===== src/rtl/cacheline_adaptor_pkg.sv =====
// Shared types and sizing for the L1 cacheline memory-side adaptor.
// The line is always LINE_W bits; beat count/width defaults must multiply to it.
package cache_types_pkg;

  typedef enum logic [1:0] {
    IDLE,
    READ,
    WRITE,
    RESP
  } cla_state_t;

  localparam int LINE_W         = 256;
  localparam int OFFSET_W       = 5;
  localparam int ADDR_W         = 32;
  localparam int BEATS_DEFAULT  = 4;
  localparam int BEAT_W_DEFAULT = 64;

endpackage


===== src/rtl/cacheline_adaptor_if.sv =====
// Bundles the arbiter-facing line port and the memory-facing burst port.
// slave is the adaptor's view; master is the view of the arbiter plus memory model.
interface cacheline_adaptor_if;
  import cache_types_pkg::*;

  logic                      pmem_read_cla;
  logic                      pmem_write_cla;
  logic [ADDR_W-1:0]         pmem_address_cla;
  logic [LINE_W-1:0]         pmem_wdata_256_cla;
  logic                      pmem_resp_cla;
  logic [LINE_W-1:0]         pmem_rdata_256_cla;

  logic                      mem_read;
  logic                      mem_write;
  logic [ADDR_W-1:0]         mem_address;
  logic [BEAT_W_DEFAULT-1:0] mem_wdata_64;
  logic                      mem_resp;
  logic [BEAT_W_DEFAULT-1:0] mem_rdata_64;

  modport slave (
    input  pmem_read_cla,
    input  pmem_write_cla,
    input  pmem_address_cla,
    input  pmem_wdata_256_cla,
    output pmem_resp_cla,
    output pmem_rdata_256_cla,
    output mem_read,
    output mem_write,
    output mem_address,
    output mem_wdata_64,
    input  mem_resp,
    input  mem_rdata_64
  );

  modport master (
    output pmem_read_cla,
    output pmem_write_cla,
    output pmem_address_cla,
    output pmem_wdata_256_cla,
    input  pmem_resp_cla,
    input  pmem_rdata_256_cla,
    input  mem_read,
    input  mem_write,
    input  mem_address,
    input  mem_wdata_64,
    output mem_resp,
    output mem_rdata_64
  );

endinterface


===== src/rtl/cacheline_adaptor.sv =====
// Turns one 256-bit line request into a 4-beat 64-bit memory burst and
// answers the arbiter with a single-cycle response carrying the assembled line.
module cacheline_adaptor
  import cache_types_pkg::*;
#(
  parameter int BEATS  = BEATS_DEFAULT,
  parameter int BEAT_W = BEAT_W_DEFAULT
) (
  input  logic               clk,
  input  logic               rst,
  cacheline_adaptor_if.slave bus
);

  localparam int CNT_W = $clog2(BEATS);
  typedef logic [CNT_W-1:0] cnt_t;

  cla_state_t        state;
  cla_state_t        state_next;
  cnt_t              cnt;
  logic [ADDR_W-1:0] addr_q;
  logic [BEAT_W-1:0] line_buf [BEATS];
  logic [BEAT_W-1:0] wr_buf   [BEATS];
  logic [LINE_W-1:0] rdata_line;
  logic              last_beat;
  logic              read_burst;
  logic              write_burst;
  logic              resp_pulse;
  logic              unused_offset;

  assign last_beat     = (cnt == cnt_t'(BEATS - 1));
  assign unused_offset = ^bus.pmem_address_cla[OFFSET_W-1:0];

  always_ff @(posedge clk or negedge rst) begin
    if (!rst) begin
      state  <= IDLE;
      cnt    <= '0;
      addr_q <= '0;
      for (int i = 0; i < BEATS; i++) begin
        line_buf[i] <= '0;
        wr_buf[i]   <= '0;
      end
    end else begin
      state <= state_next;
      case (state)
        IDLE: begin
          if (bus.pmem_read_cla || bus.pmem_write_cla) begin
            addr_q <= {bus.pmem_address_cla[ADDR_W-1:OFFSET_W], {OFFSET_W{1'b0}}};
            cnt    <= '0;
          end
          // A simultaneous read and write is served as a read, so the write line is not captured.
          if (!bus.pmem_read_cla && bus.pmem_write_cla) begin
            for (int i = 0; i < BEATS; i++) begin
              wr_buf[i] <= bus.pmem_wdata_256_cla[i*BEAT_W +: BEAT_W];
            end
          end
        end
        READ: begin
          if (bus.mem_resp) begin
            line_buf[cnt] <= bus.mem_rdata_64;
            cnt           <= cnt + cnt_t'(1);
          end
        end
        WRITE: begin
          if (bus.mem_resp) begin
            cnt <= cnt + cnt_t'(1);
          end
        end
        default: begin
        end
      endcase
    end
  end

  always_comb begin
    state_next  = state;
    read_burst  = 1'b0;
    write_burst = 1'b0;
    resp_pulse  = 1'b0;
    case (state)
      IDLE: begin
        if (bus.pmem_read_cla) begin
          state_next = READ;
        end else if (bus.pmem_write_cla) begin
          state_next = WRITE;
        end
      end
      READ: begin
        read_burst = 1'b1;
        if (bus.mem_resp && last_beat) begin
          state_next = RESP;
        end
      end
      WRITE: begin
        write_burst = 1'b1;
        if (bus.mem_resp && last_beat) begin
          state_next = RESP;
        end
      end
      RESP: begin
        resp_pulse = 1'b1;
        state_next = IDLE;
      end
      default: begin
        state_next = IDLE;
      end
    endcase
  end

  always_comb begin
    rdata_line = '0;
    for (int i = 0; i < BEATS; i++) begin
      rdata_line[i*BEAT_W +: BEAT_W] = line_buf[i];
    end
  end

  assign bus.mem_read           = read_burst;
  assign bus.mem_write          = write_burst;
  assign bus.mem_address        = addr_q;
  assign bus.mem_wdata_64       = wr_buf[cnt];
  assign bus.pmem_resp_cla      = resp_pulse;
  assign bus.pmem_rdata_256_cla = rdata_line;

endmodule


===== src/flat_wrapper.sv =====
// flat-port wrapper written by rule: the top's interface ports become plain ports
module cacheline_adaptor_flat import cache_types_pkg::*;
#(
  parameter int BEATS  = BEATS_DEFAULT,
  parameter int BEAT_W = BEAT_W_DEFAULT
)
  (clk, rst, bus_pmem_read_cla, bus_pmem_write_cla, bus_pmem_address_cla, bus_pmem_wdata_256_cla, bus_pmem_resp_cla, bus_pmem_rdata_256_cla, bus_mem_read, bus_mem_write, bus_mem_address, bus_mem_wdata_64, bus_mem_resp, bus_mem_rdata_64);
  cacheline_adaptor_if bus_i ();
  input  logic clk;
  input  logic rst;
  input wire logic [$bits(bus_i.pmem_read_cla)-1:0] bus_pmem_read_cla;
  input wire logic [$bits(bus_i.pmem_write_cla)-1:0] bus_pmem_write_cla;
  input wire logic [$bits(bus_i.pmem_address_cla)-1:0] bus_pmem_address_cla;
  input wire logic [$bits(bus_i.pmem_wdata_256_cla)-1:0] bus_pmem_wdata_256_cla;
  output wire logic [$bits(bus_i.pmem_resp_cla)-1:0] bus_pmem_resp_cla;
  output wire logic [$bits(bus_i.pmem_rdata_256_cla)-1:0] bus_pmem_rdata_256_cla;
  output wire logic [$bits(bus_i.mem_read)-1:0] bus_mem_read;
  output wire logic [$bits(bus_i.mem_write)-1:0] bus_mem_write;
  output wire logic [$bits(bus_i.mem_address)-1:0] bus_mem_address;
  output wire logic [$bits(bus_i.mem_wdata_64)-1:0] bus_mem_wdata_64;
  input wire logic [$bits(bus_i.mem_resp)-1:0] bus_mem_resp;
  input wire logic [$bits(bus_i.mem_rdata_64)-1:0] bus_mem_rdata_64;
  assign bus_i.pmem_read_cla = bus_pmem_read_cla;
  assign bus_i.pmem_write_cla = bus_pmem_write_cla;
  assign bus_i.pmem_address_cla = bus_pmem_address_cla;
  assign bus_i.pmem_wdata_256_cla = bus_pmem_wdata_256_cla;
  assign bus_pmem_resp_cla = bus_i.pmem_resp_cla;
  assign bus_pmem_rdata_256_cla = bus_i.pmem_rdata_256_cla;
  assign bus_mem_read = bus_i.mem_read;
  assign bus_mem_write = bus_i.mem_write;
  assign bus_mem_address = bus_i.mem_address;
  assign bus_mem_wdata_64 = bus_i.mem_wdata_64;
  assign bus_i.mem_resp = bus_mem_resp;
  assign bus_i.mem_rdata_64 = bus_mem_rdata_64;
  cacheline_adaptor #(.BEATS(BEATS), .BEAT_W(BEAT_W)) u_core (.clk(clk), .rst(rst), .bus(bus_i));
endmodule

===== config.mk =====
export PLATFORM = sky130hd
export DESIGN_NAME = cacheline_adaptor_flat
export DESIGN_NICKNAME = d
export VERILOG_FILES = /design/src/rtl/cacheline_adaptor_pkg.sv /design/src/rtl/cacheline_adaptor_if.sv /design/src/rtl/cacheline_adaptor.sv /design/src/flat_wrapper.sv
export SDC_FILE = /design/constraint.sdc
export NUM_CORES = 1
export LEC_CHECK = 0
export ABC_AREA = 1
export BUFFER_PORTS_ARGS = -buffer_cell sky130_fd_sc_hd__buf_2
export CAP_MARGIN = 20
export CORE_AREA = 2 2 280 282
export CTS_CLUSTER_DIAMETER = 30
export CTS_CLUSTER_SIZE = 10
export DETAILED_ROUTE_END_ITERATION = 12
export DIE_AREA = 0 0 282 284
export GPL_ROUTABILITY_DRIVEN = 0
export PLACE_DENSITY = 0.5
export SETUP_SLACK_MARGIN = 0.4
export SLEW_MARGIN = 20
export SYNTH_ARGS = -nofsm -noshare
export SYNTH_HDL_FRONTEND = slang
export SYNTH_SLANG_ARGS = --single-unit

===== constraint.sdc =====
create_clock -name clk -period 2.65 [get_ports clk]
set_clock_uncertainty 0.2 [all_clocks]
set_input_delay 0.3975 -clock clk [delete_from_list [all_inputs] [get_ports clk]]
set_output_delay 0.3975 -clock clk [all_outputs]
set_load 0.01 [all_outputs]

* Yosys cells after proc, flatten, opt, wreduce, memory -nomap -nowiden
Index checks and enable logic that the tools add are counted.
** Storage, ports and cells
- Output and inout port bits :: 355
- Bits in registers :: 543
- Bits of input ports :: 357
** Operators by class
- Order comparisons :: 2
- Bitwise operators :: 1
- $add $sub $neg :: 1
- Equality and inequality tests :: 8
- Mux-type cells :: 16
- Reductions and logical operators :: 13
** Operators by type and width (number)
- $bwmux W256 :: 1
- $mux W64 :: 3
- $bmux W64 S2 :: 1
- $demux W64 S2 :: 1
- $mux W2 :: 5
- $reduce_and A2 Y1 :: 4
- $eq A2 B2 Y1 const B :: 3
- $ne A2 B1 Y1 const B :: 3
- $pmux W2 S3 :: 1
- $pmux W2 S2 :: 1
- $ge A3 B3 Y1 const B :: 1
- $logic_and A1 B1 Y1 :: 3
- $lt A3 B1 Y1 const B :: 1
- $mux W1 :: 3
- $ne A3 B3 Y1 const B :: 1
- $not A2 Y3 :: 1
- $reduce_and A3 Y1 :: 1
- $add A2 B1 Y2 const B :: 1
- $eq A2 B1 Y1 const B :: 1
- $logic_not A2 Y1 :: 1
- $reduce_bool A2 Y1 :: 1
- $reduce_or A2 Y1 :: 1
- $logic_not A1 Y1 :: 1
- $logic_or A1 B1 Y1 :: 1

* Depth between registers and ports, before layout
Gate-level depths: netlist (run 1).
- Depth after elaboration :: 6
- Gate-level depth with buffers :: 10

* Worst setup path before layout (run 1)
No wires, ideal clock.
- Kind :: flip-flop to flip-flop
- From :: register u_core.cnt[0]
- To :: register u_core.line_buf, in the netlist u_core.bus.pmem_rdata_256_cla[175]
- Stages on the path, launching flop included :: 11
- Data required time :: 2.367 ns
- Data arrival time :: 1.720 ns
- Setup slack :: 0.647 ns
- Setup time :: 0.083 ns
- Clock period less this slack :: 2.003 ns
- Path through :: dfrtp_1 -> inv_2 -> buf_6 -> buf_6 -> buf_2 -> ha_1 -> nand3_1 -> buf_2 -> buf_1 -> nand2_1 -> o21ai_0
** Between the ends
- Cells in the longest elaborated chain, start to end :: 6
** Ends and longest elaborated chain
- start, declared :: RTL line cacheline_adaptor.sv:19 : cnt_t cnt;
- start signal, assigned :: RTL line cacheline_adaptor.sv:60 : cnt <= cnt + cnt_t'(1);
- start signal, assigned :: RTL line cacheline_adaptor.sv:65 : cnt <= cnt + cnt_t'(1);
- $not A2 Y3 (not written as such) * :: RTL line cacheline_adaptor.sv:59 : line_buf[cnt] <= bus.mem_rdata_64;
- $ge A3 B3 Y1 (not written as such) / $lt A3 B1 Y1 (equally long branches) :: RTL line cacheline_adaptor.sv:59
- $logic_and A1 B1 Y1 (not written as such) :: RTL line cacheline_adaptor.sv:59
- $mux W64 (not written as such) :: RTL line cacheline_adaptor.sv:59
- $demux W64 S2 * :: RTL line cacheline_adaptor.sv:59
- $bwmux W256 * :: RTL line cacheline_adaptor.sv:59
- end signal, assigned by index :: RTL line cacheline_adaptor.sv:59
- end, declared :: RTL line cacheline_adaptor.sv:21 : logic [BEAT_W-1:0] line_buf [BEATS];
Every way passes the cells marked *; elsewhere a longest branch is shown, timed or not.
A chain may end at the register's enable or synchronous reset.

* Final worst setup path (run 1)
- From :: register u_core.cnt[0]
- To :: output bus_mem_wdata_64[15]
** Between the ends
- Cells in the longest elaborated chain, start to end :: 4
** Ends and longest elaborated chain
- $not A2 Y3 (not written as such) :: RTL line cacheline_adaptor.sv:119 : assign bus.mem_wdata_64 = wr_buf[cnt];
- $bmux W64 S2 :: RTL line cacheline_adaptor.sv:119
- $mux W64 (not written as such) (2 in series) :: RTL line cacheline_adaptor.sv:119
- end, declared :: RTL line flat_wrapper.sv:20 : output wire logic [$bits(bus_i.mem_wdata_64)-1:0] bus_mem_wdata_64;
Every way passes these cells. The select of a mux whose other input is x is not followed.

==> key figures, run 1 <==
Status
  – Run status: finished with violations
  – Violated checks: negative setup slack

Logic synthesis
  – Yosys warns: 0
  – Adder-cell share of the synthesized area: 0.503%
  – Mean instance size in the synthesized netlist: 8.73 um2
  – Area fraction in compound gates after synthesis: 16.5%
  – Share of synthesized registers carrying an async set or reset: 100%
  – Number of synthesized register bits: 543
  – Post-synth EDFFs: 0
  – Number of cells produced by synthesis: 2564
  – Fraction of synthesized area in multiplexers: 0%
  – Seq/Total Area, Yosys: 60.7%
  – Basic-gate share of the synthesized area counting and, or, nand and nor cells: 12.8%
  – Summed instance area of the synthesized netlist: 0.0224 mm2
  – Post-Synth XOR/XNOR Area: 0%
  – Ys flop type: sky130_fd_sc_hd__dfrtp_1
  – Number of library cell types mapped by synthesis: 20
  – Dominant combinational cell family by area after synthesis: compound AO/OA/AOI/OAI gates

Drt
  – Iter 0 DRT Violations: 1470
  – Vias per Instance: 4.49
  – Antenna-violating nets left: 0
  – Vias post-DR: 22000
  – Final Routed Wirelength: 93500 um
  – Per-cell routed wire length: 19.1 um
  – Detailed Routing Iterations Pass 1: 5
  – DRC violation count after routing: 0

Finish
  – Final #Nets: 4108
  – Count of filler cells inserted in the layout: 7279
  – Final cell count without fillers: 4894
  – Most frequent cells in the layout: sky130_fd_sc_hd__buf_2 (669), sky130_fd_sc_hd__dfrtp_1 (540), sky130_fd_sc_hd__nand2_1 (527)
  – Share of cells above drive strength 1: 30.8%
  – Layout Cell Area excl Fill: 0.0376 mm2
  – Most common library cell in the layout ignoring fill and taps: sky130_fd_sc_hd__buf_2
  – Synthesis-to-finish area growth: 68.0%

Setup path
  – Critical path arrival: 2.12 ns
  – Reg2Reg Capture Point: u_core.bus.pmem_rdata_256_cla[2]
  – Critical path class: reg2out
  – Register-to-Register Setup Slack: 0.44 ns
  – Largest fanout on the critical path: 34
  – Reg2reg path depth: 9
  – Startpoint class of the critical path: flop
  – Startpoint of the worst-slack reg-to-reg timing path: u_core.cnt[0]
  – Required arrival time at the worst endpoint: 2.05 ns
  – Critical path capture point type: primary output

Placed design
  – HPWL reported at the end of detailed placement: 55900 um
  – Post-DP Area: 0.0273 mm2
  – Post-place setup slack: 0.407 ns
  – Cells after DPL: 4213
  – Input/output buffers: 701

Global routing
  – Total GRT Usage: 21.3%
  – Remaining global-route overflow: 0
  – First-pass GRT wire length: 131000 um
  – Largest net degree at the start of global routing: 129
  – Number of antenna violations at the first check in global routing: 8
  – Number of global-route vias before repair: 22000

Timing
  – Shortest clock period the worst path allows after layout: 2.72 ns
  – Hold Violations, Final: 0
  – RSZ-0062 raised after global routing: yes
  – Final setup viols: 17
  – Max Slew Vio Count: 0
  – Worst Slack Setup Final: -0.0710 ns
  – Achievable Freq: 368 MHz
  – Crit share post-route: 103%

Pwr
  – Proportion of total power due to net switching: 35.1%
  – Internal Power: 30.1 mW
  – Largest voltage drop on the vdd net: 0.721 mV
  – Sw Pwr: 16.3 mW
  – Static power due to leakage: 19.8 nW
  – Portion of total power attributed to combinational logic: 33.4%
  – Total power density per cell area: 1230 mW/mm2
  – Clock share of power: 36.6%
  – Portion of total power attributed to sequential cells: 30.0%

Floorplanning
  – Die footprint: 0.0801 mm2
  – Effective utilization at floorplan: 29.1%
  – I/O pin total: 712
  – Chip width: 282 um
  – Vertical die dimension: 284 um
  – Core outline area: 0.0770 mm2
  – Site Rows: 102

Min path
  – End of the worst hold path: u_core.state[1]
  – Worst hold stages: 5
  – Hold crit path type: in2reg
  – Hold path start: bus_pmem_write_cla

CTS
  – CTS tree: done
  – Deepest level of the CTS H-tree: 4
  – Largest buffer count on any clock path: 3
  – Clock net sink count: 543
  – Library cell used as clock root buffer: sky130_fd_sc_hd__clkbuf_16
  – Register clock-pin slew on the reported worst setup and hold paths: 0.04 ns
  – Number of buffers created by CTS: 140
  – Latest clock arrival within the worst-skew pair: 0.67 ns

Job
  – Count of maximum capacitance violations: 0
[synth_stat cells (8+ instances only)]
cell,n,area share [%]
sky130_fd_sc_hd__buf_2,76,1.7
sky130_fd_sc_hd__ha_1,9,0.50
sky130_fd_sc_hd__nor2_1,193,3.2
sky130_fd_sc_hd__nand2_1,554,9.3
sky130_fd_sc_hd__clkbuf_1,57,0.96
sky130_fd_sc_hd__o21ai_0,541,12
sky130_fd_sc_hd__dfrtp_1,543,61
sky130_fd_sc_hd__nand3_1,8,0.18
sky130_fd_sc_hd__inv_1,354,5.9
sky130_fd_sc_hd__buf_4,8,0.27
sky130_fd_sc_hd__a21oi_1,130,2.9
sky130_fd_sc_hd__clkbuf_2,10,0.22
sky130_fd_sc_hd__o21ai_1,62,1.4
[area by class of cell]
| type | count | area (um2) | share of cell area, % |
|---|---|---|---|
| diodes | 7 | 17.5 | 0.0466 |
| clock buffers | 188 | 3980 | 10.6 |
| repair inverters | 3 | 31.3 | 0.0832 |
| inverters | 356 | 1360 | 3.62 |
| well taps | 1040 | 1300 | 3.46 |
| clock inverters | 59 | 818 | 2.18 |
| multi-input cells | 1506 | 7170 | 19.1 |
| flip-flops and latches | 543 | 13600 | 36.2 |
| repair buffers | 1192 | 9320 | 24.8 |
[power by group through the flow]
stage          Combinational, mW  Sequential (mW)  Clock, mW
2_1_floorplan               5.98             14.4          0
3_3_place_gp                12.5             13.7          0
3_5_place_dp                12.6             13.8          0
4_1_cts                     14.5             13.8       17.2
5_1_grt                     17.1             14.3       17.7
6_report                    15.5             13.9       17.0
[sequential cells by signal, summed over array words and instances, names as in the netlist]
| register | count |
|---|---|
| u_core.bus.pmem_rdata_256_cla | 256 |
| u_core.bus.mem_address | 27 |
| u_core.wr_buf | 256 |
| u_core.state | 2 |
| u_core.cnt | 2 |
[cells by family (layout without fill, tap and decap cells)]
group	Yosys count	count (layout)
flip-flops	543	543
AO/OA/AOI/OAI	735	735
other	1	12
adder cells (fa/ha/maj)	9	9
AND/OR/NAND/NOR	756	757
buffers and inverters	520	1798
[metrics by stage]
step                      utilization, %  TNS (ns)  power, mW  hold slack, ns
after floorplan                        -         0       20.3         -0.0981
after global placement              35.5         0       26.2           0.135
after detailed placement            35.5         0       26.4           0.137
after CTS                           47.5     -3.36       45.6          0.0148
after global routing                48.8     -6.23       49.1          0.0851
final                               48.8    -0.471       46.4          0.0676
[worst max-delay path, cell delays in order, from the launching register on]
cell,delay (ns)
sky130_fd_sc_hd__dfrtp_2,0.48
sky130_fd_sc_hd__buf_12,0.16
sky130_fd_sc_hd__buf_16,0.16
sky130_fd_sc_hd__o21ai_0,0.31
sky130_fd_sc_hd__nand2_1,0.12
sky130_fd_sc_hd__buf_2,0.15
[worst max-delay path by stage]
stage,from,to,slack [ns],cells past startpoint
detailed placement,u_core.cnt[0],bus_mem_wdata_64[53],0.41,7
global route,u_core.cnt[0],bus_mem_wdata_64[12],-0.16,8
finish,u_core.cnt[0],bus_mem_wdata_64[15],-0.07,5
floorplan,u_core.cnt[0],u_core.bus.pmem_rdata_256_cla[175],0.65,10
global placement,u_core.cnt[0],bus_mem_wdata_64[53],0.39,7
CTS,u_core.cnt[0],bus_mem_wdata_64[11],-0.13,7
[per-layer routing]
metal / part of all wire [%] / vias to the layer above / routed length, um / global-route usage (%)
li1: - / 10500 / - / -
met1: 42 / 10400 / 38800 / 26.3
met2: 48 / 868 / 45100 / 34.9
met3: 7.1 / 196 / 6620 / 5.94
met4: 3.2 / 2 / 2990 / 8.92
met5: 0.014 / - / 13 / 0
[what timing repair did]
action                                  4_1_cts  5_1_grt
cloned                                       11       20
endpoints found under the setup margin       65      320
hold endpoints to repair                    912        0
setup buffers                                21       23
pin swaps                                    16       33
gates resized for setup                     205      114
hold buffers                                352        0
Power figures use the tool's default switching activity.
==> run 2: changes to the inputs <==
Settings changed: CTS_CLUSTER_DIAMETER 30 to 100.
Clock period 2.65 ns to 2.9 ns, I/O delays scaled along.
==> key figures, run 2 (synthesis results as in run 1) <==
Finish
  – Count of filler cells inserted in the layout: 7623 (+4.7%)
  – Share of cells above drive strength 1: 26.5% (-4.3 points)
  – Combined flip-flop and latch cell area: 0.0136 mm2 (about the same)
  – Final #Nets: 3989 (-2.9%)
  – Most frequent cells in the layout: sky130_fd_sc_hd__buf_2 (671), sky130_fd_sc_hd__nand2_1 (547), sky130_fd_sc_hd__dfrtp_1 (541)
  – Most common library cell in the layout ignoring fill and taps: sky130_fd_sc_hd__buf_2
  – Area taken by multi-input logic gates: 0.00705 mm2 (-1.7%)
  – Synthesis-to-finish area growth: 51.0%
  – Final cell count without fillers: 4677 (-4.4%)

Drt
  – Detailed Routing Iterations Pass 1: 5 (unchanged)
  – Final Routed Wirelength: 84100 um (-10%)
  – Vias per Instance: 4.44 (-1.3%)
  – DRC violation count after routing: 0 (unchanged)
  – Iter 0 DRT Violations: 1360 (-7.5%)
  – Antenna-violating nets left: 0 (unchanged)
  – Vias post-DR: 20700 (-5.6%)
  – Per-cell routed wire length: 18.0 um (-6.0%)

Pwr
  – Largest voltage drop on the vdd net: 0.536 mV (-26%)
  – Static power due to leakage: 17.9 nW (-9.4%)
  – Total power density per cell area: 982 mW/mm2 (-20%)

Setup path
  – Critical path capture point type: primary output
  – Required arrival time at the worst endpoint: 2.27 ns (+0.22 ns)
  – CP dominant cell by count: sky130_fd_sc_hd__buf_12
  – Register-to-Register Setup Slack: 0.54 ns (+0.10 ns)
  – Reg2reg path depth: 10 (+1)
  – Critical path arrival: 2.06 ns (-0.06 ns)
  – Last element of the critical path: bus_mem_wdata_64[11]
  – Reg2Reg Capture Point: u_core.bus.pmem_rdata_256_cla[165]
  – Startpoint of the worst setup timing path: u_core.cnt[0]
  – Slowest cell delay on critical path: 0.41 ns (-0.07 ns)
  – Critical path, cell by cell: buf_12 -> clkinv_16 -> buf_16 -> buf_12 -> nor2_2 -> nor2_1 -> o21ai_0 -> nand2_1 -> buf_2
  – Startpoint of the worst-slack reg-to-reg timing path: u_core.cnt[0]
  – Largest fanout on the critical path: 7 (-79%)
  – Startpoint class of the critical path: flop
  – Critical path class: reg2out
  – Cell with the largest stage delay on the worst path: sky130_fd_sc_hd__dfrtp_2

Floorplanning
  – Site Rows: 102 (unchanged)
  – Die footprint: 0.0801 mm2 (unchanged)
  – Vertical die dimension: 284 um (unchanged)
  – Effective utilization at floorplan: 29.1% (unchanged)
  – Chip width: 282 um (unchanged)
  – I/O pin total: 712 (unchanged)
  – Core outline area: 0.0770 mm2 (unchanged)

Timing
  – Final setup viols: 0 (-17)
  – Crit share post-route: 92.8%
  – Achievable Freq: 371 MHz
  – Final-layout setup total negative slack: 0 ns (+0.471 ns)
  – Hold Violations, Final: 0 (unchanged)
  – Remaining max-slew budget at the tightest pin: 35.7%
  – RSZ-0062 raised after global routing: yes
  – Shortest clock period the worst path allows after layout: 2.69 ns
  – Worst slew pin tran: 0.964 ns
  – Max Slew Vio Count: 0 (unchanged)

CTS
  – CTS tree: done
  – Register clock-pin slew on the reported worst setup and hold paths: 0.06 ns (+0.02 ns)
  – Deepest level of the CTS H-tree: 2 (-2)
  – Number of buffers created by CTS: 60 (-57%)
  – Library cell used as clock root buffer: sky130_fd_sc_hd__clkbuf_16
  – Clock net sink count: 543 (unchanged)
  – Largest buffer count on any clock path: 3 (unchanged)
  – Latest clock arrival within the worst-skew pair: 0.63 ns (-0.04 ns)

Global routing
  – Largest net degree at the start of global routing: 105 (-19%)
  – Remaining global-route overflow: 0 (unchanged)
  – Number of antenna violations at the first check in global routing: 11 (+3)
  – First-pass GRT wire length: 125000 um (-4.6%)
  – Total GRT Usage: 20.3% (-1.1 points)
  – Number of global-route vias before repair: 20800 (-5.4%)

Job
  – Count of maximum capacitance violations: 0 (unchanged)

Min path
  – Hold crit path type: in2reg

Placed design
  – HPWL reported at the end of detailed placement: 56100 um (+0.32%)
  – Cells after DPL: 4206 (-0.17%)
  – Input/output buffers: 701 (unchanged)

Status
  – Run status: finished, final reports clean
run 2: per-layer routing:
metal	up-vias	share of wire (%)	global-route usage, %
met5	-	0.031	0
li1	10100	-	-
met3	151	7.2	5.02
met2	706	47	33.5
met4	4	3.4	7.26
met1	9745	42	25.6
run 2: timing repair:
item                                   4_1_cts  5_1_grt
setup buffers                               20        6
pin swaps                                   19       32
hold buffers                               348        0
endpoints found under the hold margin      791        0
resized for setup                          138      103
cloned                                      16        5
setup endpoints to repair                   65      104
run 2: final cells by class:
| class | instances | share of cell area (%) |
|---|---|---|
| timing repair inverter | 4 | 0.181 |
| tap | 1040 | 3.85 |
| antenna | 9 | 0.0666 |
| multi-input combinational | 1506 | 20.8 |
| timing repair buffer | 1152 | 26.1 |
| clock buffer | 63 | 4.51 |
| inverter | 356 | 4.05 |
| sequential | 543 | 40.2 |
| clock inverter | 4 | 0.218 |
run 2: how the worst min path moves through the flow:
stage,startpoint,end,slack [ns],cells after the start
after floorplan,rst,u_core.bus.mem_address[10],-0.06,0
after global placement,rst,u_core.bus.pmem_rdata_256_cla[168],0.20,1
after detailed placement,rst,u_core.bus.pmem_rdata_256_cla[168],0.19,1
after CTS,bus_mem_resp,u_core.bus.pmem_rdata_256_cla[182],0.02,3
after global routing,bus_mem_rdata_64[20],u_core.bus.pmem_rdata_256_cla[148],0.07,3
final,bus_mem_rdata_64[20],u_core.bus.pmem_rdata_256_cla[20],0.12,3
run 2: worst max-delay path: cells and delay by family (launching register included):
kind / cells / cell delay, ns
AOI/OAI and AO/OA: 1 / 0.10
and+or+nand+nor: 3 / 0.27
DFF: 1 / 0.41
buffers and inverters: 5 / 0.62
run 2: metrics by stage:
step / setup slack (ns) / utilization [%] / power [mW] / area (um2) / hold slack, ns
2_1_floorplan: 0.897 / - / 18.6 / 22400 / -0.0606
3_3_place_gp: 0.631 / 35.4 / 23.8 / 27200 / 0.202
3_5_place_dp: 0.636 / 35.4 / 24.0 / 27200 / 0.194
4_1_cts: 0.163 / 43.3 / 32.9 / 33300 / 0.0227
5_1_grt: 0.0786 / 43.9 / 35.7 / 33800 / 0.0669
6_report: 0.207 / 43.9 / 33.2 / 33800 / 0.116
run 2: report_power, final:
group / total (mW) / internal [mW] / leakage, nW / switching (mW)
registers: 12.6 / 10.9 / 6.80 / 1.70
logic: 13.9 / 5.91 / 10.3 / 7.96
clock network: 6.73 / 3.68 / 0.780 / 3.05
total: 33.2 / 20.5 / 17.9 / 12.7
